<file path="src/rtl/raster_pkg.sv">
// Shared types and width helpers for the triangle rasterizer stages.
package raster_pkg;

    localparam int DEFAULT_WIDTH = 8;

    // Edge function magnitude: 2*WIDTH bits of product, plus sum carry and sign.
    function automatic int edge_width(input int width);
        return 2 * width + 3;
    endfunction

    typedef enum logic [1:0] {
        IDLE,
        SETUP,
        SCAN,
        DONE
    } state_t;

    typedef struct packed {
        logic [DEFAULT_WIDTH-1:0] x;
        logic [DEFAULT_WIDTH-1:0] y;
    } vertex_t;

endpackage

</file>
<file path="src/rtl/edge_stepper.sv">
// Incremental edge-function accumulator: steps by A along a row, by B per row.
module edge_stepper
    import raster_pkg::*;
#(
    parameter int EDGE_W = edge_width(DEFAULT_WIDTH)
) (
    input  logic                     clk,
    input  logic                     resetn,
    input  logic                     load,
    input  logic                     step_x,
    input  logic                     step_y,
    input  logic signed [EDGE_W-1:0] a,
    input  logic signed [EDGE_W-1:0] b,
    input  logic signed [EDGE_W-1:0] e0,
    output logic signed [EDGE_W-1:0] e,
    output logic                     ge0,
    output logic                     le0
);

    logic signed [EDGE_W-1:0] row_e;

    always_ff @(posedge clk or negedge resetn) begin
        if (!resetn) begin
            e     <= '0;
            row_e <= '0;
        end else if (load) begin
            e     <= e0;
            row_e <= e0;
        end else if (step_y) begin
            e     <= row_e + b;
            row_e <= row_e + b;
        end else if (step_x) begin
            e <= e + a;
        end
    end

    assign ge0 = !e[EDGE_W-1];
    assign le0 = e[EDGE_W-1] || (e == '0);

endmodule

</file>
<file path="src/rtl/max.sv">
// Three-input unsigned maximum.
module max #(
    parameter int WIDTH = 8
) (
    input  logic [WIDTH-1:0] a,
    input  logic [WIDTH-1:0] b,
    input  logic [WIDTH-1:0] c,
    output logic [WIDTH-1:0] y
);

    logic [WIDTH-1:0] ab;

    assign ab = (a > b) ? a : b;
    assign y  = (ab > c) ? ab : c;

endmodule

</file>
<file path="src/rtl/min.sv">
// Three-input unsigned minimum.
module min #(
    parameter int WIDTH = 8
) (
    input  logic [WIDTH-1:0] a,
    input  logic [WIDTH-1:0] b,
    input  logic [WIDTH-1:0] c,
    output logic [WIDTH-1:0] y
);

    logic [WIDTH-1:0] ab;

    assign ab = (a < b) ? a : b;
    assign y  = (ab < c) ? ab : c;

endmodule

</file>
<file path="src/rtl/tri_raster_walker.sv">
// Triangle scan conversion: bounding-box walk with three incremental edge functions,
// emitting covered pixels on a valid/ready stream.
module tri_raster_walker
    import raster_pkg::*;
#(
    parameter int  WIDTH  = DEFAULT_WIDTH,
    localparam int EDGE_W = edge_width(WIDTH)
) (
    input  logic             clk,
    input  logic             resetn,
    input  logic             in_valid,
    output logic             in_ready,
    input  logic [WIDTH-1:0] x0,
    input  logic [WIDTH-1:0] y0,
    input  logic [WIDTH-1:0] x1,
    input  logic [WIDTH-1:0] y1,
    input  logic [WIDTH-1:0] x2,
    input  logic [WIDTH-1:0] y2,
    output logic             out_valid,
    input  logic             out_ready,
    output logic [WIDTH-1:0] out_x,
    output logic [WIDTH-1:0] out_y,
    output logic             done,
    output logic             busy
);

    state_t                   state;
    logic [WIDTH-1:0]         vx [3];
    logic [WIDTH-1:0]         vy [3];
    logic [WIDTH-1:0]         xmin, xmax, ymin, ymax;
    logic [WIDTH-1:0]         cx, cy;
    logic signed [EDGE_W-1:0] step_a [3];
    logic signed [EDGE_W-1:0] step_b [3];
    logic signed [EDGE_W-1:0] e_start [3];
    logic signed [EDGE_W-1:0] area;
    logic [2:0]               ge0, le0;
    logic                     advance, covered, at_xmax, at_ymax;

    function automatic logic signed [EDGE_W-1:0] zx(input logic [WIDTH-1:0] v);
        return signed'({{(EDGE_W-WIDTH){1'b0}}, v});
    endfunction

    min #(.WIDTH(WIDTH)) u_xmin (.a(vx[0]), .b(vx[1]), .c(vx[2]), .y(xmin));
    max #(.WIDTH(WIDTH)) u_xmax (.a(vx[0]), .b(vx[1]), .c(vx[2]), .y(xmax));
    min #(.WIDTH(WIDTH)) u_ymin (.a(vy[0]), .b(vy[1]), .c(vy[2]), .y(ymin));
    max #(.WIDTH(WIDTH)) u_ymax (.a(vy[0]), .b(vy[1]), .c(vy[2]), .y(ymax));

    assign advance = !out_valid || out_ready;
    assign at_xmax = (cx == xmax);
    assign at_ymax = (cy == ymax);
    assign covered = (&ge0) || (&le0);
    assign busy    = (state != IDLE);

    // Edge i runs from vertex i to vertex (i+1)%3.
    for (genvar i = 0; i < 3; i++) begin : g_edge
        localparam int J = (i + 1) % 3;

        assign step_a[i]  = zx(vy[J]) - zx(vy[i]);
        assign step_b[i]  = zx(vx[i]) - zx(vx[J]);
        assign e_start[i] = (zx(xmin) - zx(vx[i])) * step_a[i]
                          + (zx(ymin) - zx(vy[i])) * step_b[i];

        edge_stepper #(.EDGE_W(EDGE_W)) u_edge (
            .clk    (clk),
            .resetn (resetn),
            .load   (state == SETUP),
            .step_x (state == SCAN && advance && !at_xmax),
            .step_y (state == SCAN && advance && at_xmax && !at_ymax),
            .a      (step_a[i]),
            .b      (step_b[i]),
            .e0     (e_start[i]),
            .e      (),
            .ge0    (ge0[i]),
            .le0    (le0[i])
        );
    end

    assign area = (zx(vx[2]) - zx(vx[0])) * step_a[0]
                + (zx(vy[2]) - zx(vy[0])) * step_b[0];

    always_ff @(posedge clk or negedge resetn) begin
        if (!resetn) begin
            state     <= IDLE;
            in_ready  <= 1'b1;
            out_valid <= 1'b0;
            out_x     <= '0;
            out_y     <= '0;
            done      <= 1'b0;
            cx        <= '0;
            cy        <= '0;
            vx        <= '{default: '0};
            vy        <= '{default: '0};
        end else begin
            done <= 1'b0;
            case (state)
                IDLE: begin
                    if (in_valid && in_ready) begin
                        vx       <= '{x0, x1, x2};
                        vy       <= '{y0, y1, y2};
                        in_ready <= 1'b0;
                        state    <= SETUP;
                    end else begin
                        in_ready <= 1'b1;
                    end
                end
                SETUP: begin
                    cx    <= xmin;
                    cy    <= ymin;
                    state <= (area == '0) ? DONE : SCAN;
                end
                SCAN: begin
                    if (advance) begin
                        out_valid <= covered;
                        if (covered) begin
                            out_x <= cx;
                            out_y <= cy;
                        end
                        // Compare before incrementing so xmax/ymax at full scale never wrap.
                        if (at_xmax) begin
                            if (at_ymax) begin
                                state <= DONE;
                            end else begin
                                cx <= xmin;
                                cy <= cy + WIDTH'(1);
                            end
                        end else begin
                            cx <= cx + WIDTH'(1);
                        end
                    end
                end
                DONE: begin
                    if (!out_valid || out_ready) begin
                        out_valid <= 1'b0;
                        done      <= 1'b1;
                        state     <= IDLE;
                    end
                end
                default: state <= IDLE;
            endcase
        end
    end

endmodule

</file>
<file path="config.mk">
export PLATFORM = sky130hd
export DESIGN_NAME = tri_raster_walker
export DESIGN_NICKNAME = d
export VERILOG_FILES = /design/src/rtl/raster_pkg.sv /design/src/rtl/edge_stepper.sv /design/src/rtl/max.sv /design/src/rtl/min.sv /design/src/rtl/tri_raster_walker.sv
export SDC_FILE = /design/constraint.sdc
export NUM_CORES = 2
export LEC_CHECK = 0
export BUFFER_PORTS_ARGS = -buffer_cell sky130_fd_sc_hd__buf_2
export CORE_MARGIN = 10
export CORE_UTILIZATION = 40
export CTS_CLUSTER_DIAMETER = 40
export CTS_CLUSTER_SIZE = 40
export DETAILED_ROUTE_END_ITERATION = 8
export PLACE_DENSITY = 0.55
export SLEW_MARGIN = 0
export SYNTH_ARGS = -nofsm -noshare
export SYNTH_HDL_FRONTEND = slang
export SYNTH_SLANG_ARGS = --single-unit
</file>
<file path="constraint.sdc">
create_clock -name clk -period 13.7 [get_ports clk]
set_clock_uncertainty 0.15 [all_clocks]
set_input_delay 0 -clock clk [delete_from_list [all_inputs] [get_ports clk]]
set_output_delay 0 -clock clk [all_outputs]
set_load 0.1 [all_outputs]
</file>
# Word level (Yosys, flattened, before mapping)
# Index checks and enable logic that the tools add are counted.
# totals
ff_bits,199
in_bits,52
output_inout_bits,20
word_cells,151
# op_classes
add_sub_neg,25
n_mul,8
order_cmp,8
n_eq_ne,12
mux,44
n_reduce_logical,34
# op_table
cell,n
two-way mux 19 bit,15
multiplier 9 x 9 -> 18 bit,8
subtractor 8 x 8 -> 9 bit,13
adder 19 x 9 -> 19 bit,6
two-way mux 8 bit,14
adder 18 x 18 -> 19 bit,4
logical NOT 19 bit,4
greater-than comparator 8 bit,4
< comparator 8 bit,4
case mux 8 bit (2 select lines),2
"adder 8 x 1 -> 8 bit, second input constant",2
== test 8 bit,2
AND reduction 3 bit,5
"inequality test 2 bit, second input constant",6
two-way mux 2 bit,5
case mux 2 bit (4 select lines),1
nonzero test 2 bit,4
logical NOT 1 bit,6
two-way mux 1 bit,6
logical AND 1 bit,5
logical OR 1 bit,5
AND reduction 5 bit,1
"== test 2 bit, second input constant",2
AND reduction 4 bit,1
other kinds (6),6

# Logic depth before layout (Yosys ltp)
# depth
ltp_word,10
mapped_depth,49
ltp_nobuf,47

# Hierarchy
# Synthesis repeated with hierarchy kept, for this count alone.
# hier_totals
hier_cells,5069
hier_area_um2,46080.4
# modules_own_cells
module,n_inst,cells_per_inst,area_each_um2,seq_area_each_um2
tri_raster_walker,1,3501,33190.6,2128.3
edge_stepper,3,410,3455.8,950.9
max,2,98,688.2,0.0
min,2,71,573.0,0.0

# Worst setup path after synthesis
# OpenSTA, ideal clock, no wires.
# synth_timing
path_kind,reg2reg
startpoint,register vx[9] (netlist bit)
endpoint,register g_edge[0].u_edge.e[17]
setup_ns,0.082
arrival_ns,11.171
t_required_ns,13.468
setup_slack_ns,2.297
path_stages_with_launch,47
path_buffers,2
period_less_slack_ns,11.403
path_cell_list,dfrtp_1 -> inv_1 -> ha_1 -> nor2b_1 -> o31a_4 -> o211ai_1 -> and2_1 -> o21ai_1 -> clkbuf_1 -> o21ai_0 -> ha_1 -> a21o_1 -> a21o_1 -> a211oi_1 -> o31a_1 -> clkbuf_1 -> mux2i_1 -> inv_1 -> (+11 left out) -> fa_1 -> inv_1 -> fa_1 -> fa_1 -> inv_1 -> fa_1 -> fa_1 -> inv_1 -> fa_1 -> inv_1 -> ha_1 -> a211oi_1 -> o31ai_1 -> a2111oi_0 -> nor3_1 -> xor2_1 -> nand2_1 -> a31oi_1
# synth_via
elab_chain_len,9
word_cells_on_any_way,22
classes_between,add/sub: 4; mul: 2; order compare: 4; eq/ne: 1; mux: 6; reduce/logical: 5
# synth_rtl
item,line,rtl
from (decl),tri_raster_walker.sv:28,logic [WIDTH-1:0] vx [3];
from (signal assigned),tri_raster_walker.sv:98,"vx <= '{x0, x1, x2};"
branches (longest 9 deep; another with adder 18 x 18 -> 19 bit),n/a,
to (signal assigned),edge_stepper.sv:30,e <= row_e + b;
to (signal assigned),edge_stepper.sv:33,e <= e + a;
to (decl),edge_stepper.sv:15,"output logic signed [EDGE_W-1:0] e,"
# Parallel ways; which one is timed is not known.
# A chain may end at the register's enable or synchronous reset.

# Worst setup path after layout
# layout_timing
startpoint,register vx[9] (netlist bit)
endpoint,register g_edge[1].u_edge.e[17]
# layout_via
elab_chain_len,9
word_cells_on_any_way,22
classes_between,add/sub: 4; mul: 2; order compare: 4; eq/ne: 1; mux: 6; reduce/logical: 5
# layout_rtl
item,line
branches (longest 9 deep; another with adder 18 x 18 -> 19 bit),n/a
to (signal assigned),edge_stepper.sv:30
to (signal assigned),edge_stepper.sv:33
to (decl),edge_stepper.sv:15
# Parallel ways; which one is timed is not known.

==> impl_results.md <==
- Final cycle utilization of the critical path: 0.939
- # IOs: 72
- Number of enable flip-flop cells after synthesis: 0
- Share of layout cells above drive strength 1: 0.0592
- Vias in the first global route: 36400
- First-pass GRT wire length: 217000 µm
- DRC: 0
- GP Congestion: 0.960
- Post-Synthesis Cell Area: 44900 µm²
- Post-DRT Antenna Nets: 0
- Critical path's most frequent cell: fa_1
- Area growth syn-to-layout: 7.89%
- Die area: 126000 µm²
- Top FF cell, synth: dfrtp_1
- Slew margin rel.: 0.198
- Final instance area: 48500 µm²
- PortBufs: 71
- Critical path class: reg2reg
- CP Capture Type: flip-flop
- Syn Inst Count: 4996
- Clk buf depth: 2
- Initial Utilization: 0.404
- Tmin final: 12.86 ns
- Area of the core: 111000 µm²
- Number of fill cells in the layout: 11200
- Crit path DAT: 13.10 ns
- Total CTS buffers: 17
- RSZ-0062 raised after global routing: false
- Final net count: 6402
- Fmax: 77.7 MHz
- CP peak stage delay: 0.65 ns
- Placed Area: 47300 µm²
- Syn Nets: 6309
- Number of max-cap violations: 0
- Cell with the most instances after synthesis: inv_1
- Yosys warns: 0
- DR vias/cell: 5.32
- Grt ovf: 0
- Synth cell types: 81
- Final setup fails: 0
- Post-layout util: 0.436
- Die H: 355 µm
- Top cells by area, synth: fa_1, ha_1, dfrtp_1
- Asr flop ratio synth: 1.00
- Row cnt: 122
- Status: completed
- Vias: 35100
- Hold Fails Final Rpt: 0
- Root Buffer: clkbuf_16
- Most common library cells after synthesis: inv_1, fa_1, ha_1
- Yosys top cell area share: 0.315
- PnR worst setup slack: 0.837 ns
- Clk_lat worst skew: 0.53 ns
- Setup TNS Final: 0 ns
- CTS tree: yes
- Mean Syn Cell Area: 8.99 µm²
- Slowest CP cell: xor2_1
- Post-synthesis register bit count: 199
- CTS sink count: 199
- Register area share after synthesis: 0.111
- Postcts setup bufs: 0
- Drt initial violations: 2278
- WL final: 139000 µm
- Pre-CTS setup slack: 0.969 ns
- Largest net degree at the start of global routing: 82
- H-tree depth: 4
- Startpoint types: flip-flop
- Crit Path Max Fanout: 10
- First-pass DRT Iterations: 5
- RR Startpoint: vx[9]
- Critical path startpoint: vx[9]
- All-Layer GR Usage: 0.222
- Hold Crit Start: x2[2]
- Antenna violations before repair: 1
- Reg clk slew, reported paths: 0.09 ns
- Hpwl dp: 116000 µm
- Slew at the pin closest to its max-slew limit: 1.20 ns
- Yosys top cell by area: fa_1
- Crit path required time: 13.94 ns
- Die Span X: 355 µm
- Wirelength per Cell: 21.0 µm
- Slew Viols, Final: 0
- HP Class: in2reg
-- area by class of cell --
cell class | instances | area (µm²) | area share
multi-input combinational | 3827 | 36400 | 0.751
clock inverter | 11 | 133 | 0.00274
sequential | 199 | 4980 | 0.103
timing repair buffer | 196 | 1470 | 0.0303
clock buffer | 20 | 457 | 0.00942
antenna | 3 | 7.51 | 0.000155
inverter | 848 | 3180 | 0.0657
tap | 1488 | 1860 | 0.0384
-- per-layer routing --
layer,up-vias,share of wire,global-route usage
met4,0,0.027,0.0607
met3,141,0.057,0.0300
met1,17500,0.46,0.312
met2,1010,0.46,0.355
li1,16400,-,-
met5,-,0,0
-- cells in the final DEF (no fill, tap or decap), types with 17 or more instances in the layout --
cell type / count
o31ai_1: 21
and3_1: 21
buf_2: 70
nor3_1: 61
nand2b_1: 48
nand2_1: 357
a21oi_1: 258
a31oi_1: 24
inv_1: 835
nor2b_1: 58
nand4_1: 21
a21o_1: 131
xnor2_1: 218
buf_4: 66
fa_1: 707
dlygate4sd3_1: 58
clkbuf_16: 17
and2_1: 51
ha_1: 553
or2_2: 19
dfrtp_1: 198
nor2_1: 536
nor4_1: 19
o21bai_1: 39
o21ai_0: 160
xor2_1: 120
nand3_1: 40
o21a_1: 24
mux2_2: 78
a211oi_1: 46
o211ai_1: 17
-- repair_timing --
action,4_1_cts,5_1_grt
hold buffers,59,0
hold endpoints to repair,132,0
gates resized for setup,0,0
setup endpoints to repair,0,0
-- flip-flops by register name, indices dropped and copies added, names as in the netlist --
signal               flops
cx                       8
cy                       8
done                     1
g_edge.u_edge.e         57
g_edge.u_edge.row_e     57
in_ready                 1
out_valid                1
out_x                    8
out_y                    8
state                    2
vx                      24
vy                      24
-- worst max-delay path, delay by kind of cell (launching register included) --
kind / cells / cell delay, ns
adders and majority gates: 11 / 4.86
muxes: 1 / 0.56
DFF: 1 / 0.53
and+or+nand+nor: 6 / 1.14
xor gates and xnor gates: 2 / 0.76
buffers and inverters: 4 / 0.48
AOI/OAI and AO/OA: 19 / 4.26
-- cell families after synthesis --
| logic type | after synthesis | synth area share |
|---|---|---|
| buffers and inverters | 970 | 0.0814 |
| adders and majority gates | 1261 | 0.469 |
| and+or+nand+nor | 1273 | 0.125 |
| DFF | 199 | 0.111 |
| AOI/OAI and AO/OA | 860 | 0.124 |
| muxes | 91 | 0.0224 |
| xor gates and xnor gates | 342 | 0.0667 |
-- through the flow --
stage	hold slack, ns	cells
2_1_floorplan	-0.446	4996
3_3_place_gp	-0.0970	6499
3_5_place_dp	-0.0953	6499
4_1_cts	0.0635	6589
5_1_grt	0.0849	6589
6_report	0.0997	6592
-- worst paths after layout --
kind	endpoint	slack, ns	depth (start not counted)
worst max-delay path	g_edge[1].u_edge.e[17]	0.84	43
worst min-delay path	vx[2]	0.1	3
worst max register to register	g_edge[1].u_edge.e[17]	0.84	43
worst min register to register	g_edge[2].u_edge.row_e[7]	0.34	1
max in group asynchronous	vx[16]	11.26	5
min in group asynchronous	in_ready	0.43	3
Power is not shown: default switching activity piles up to over one toggle a cycle in this logic, so the estimate is an artifact.
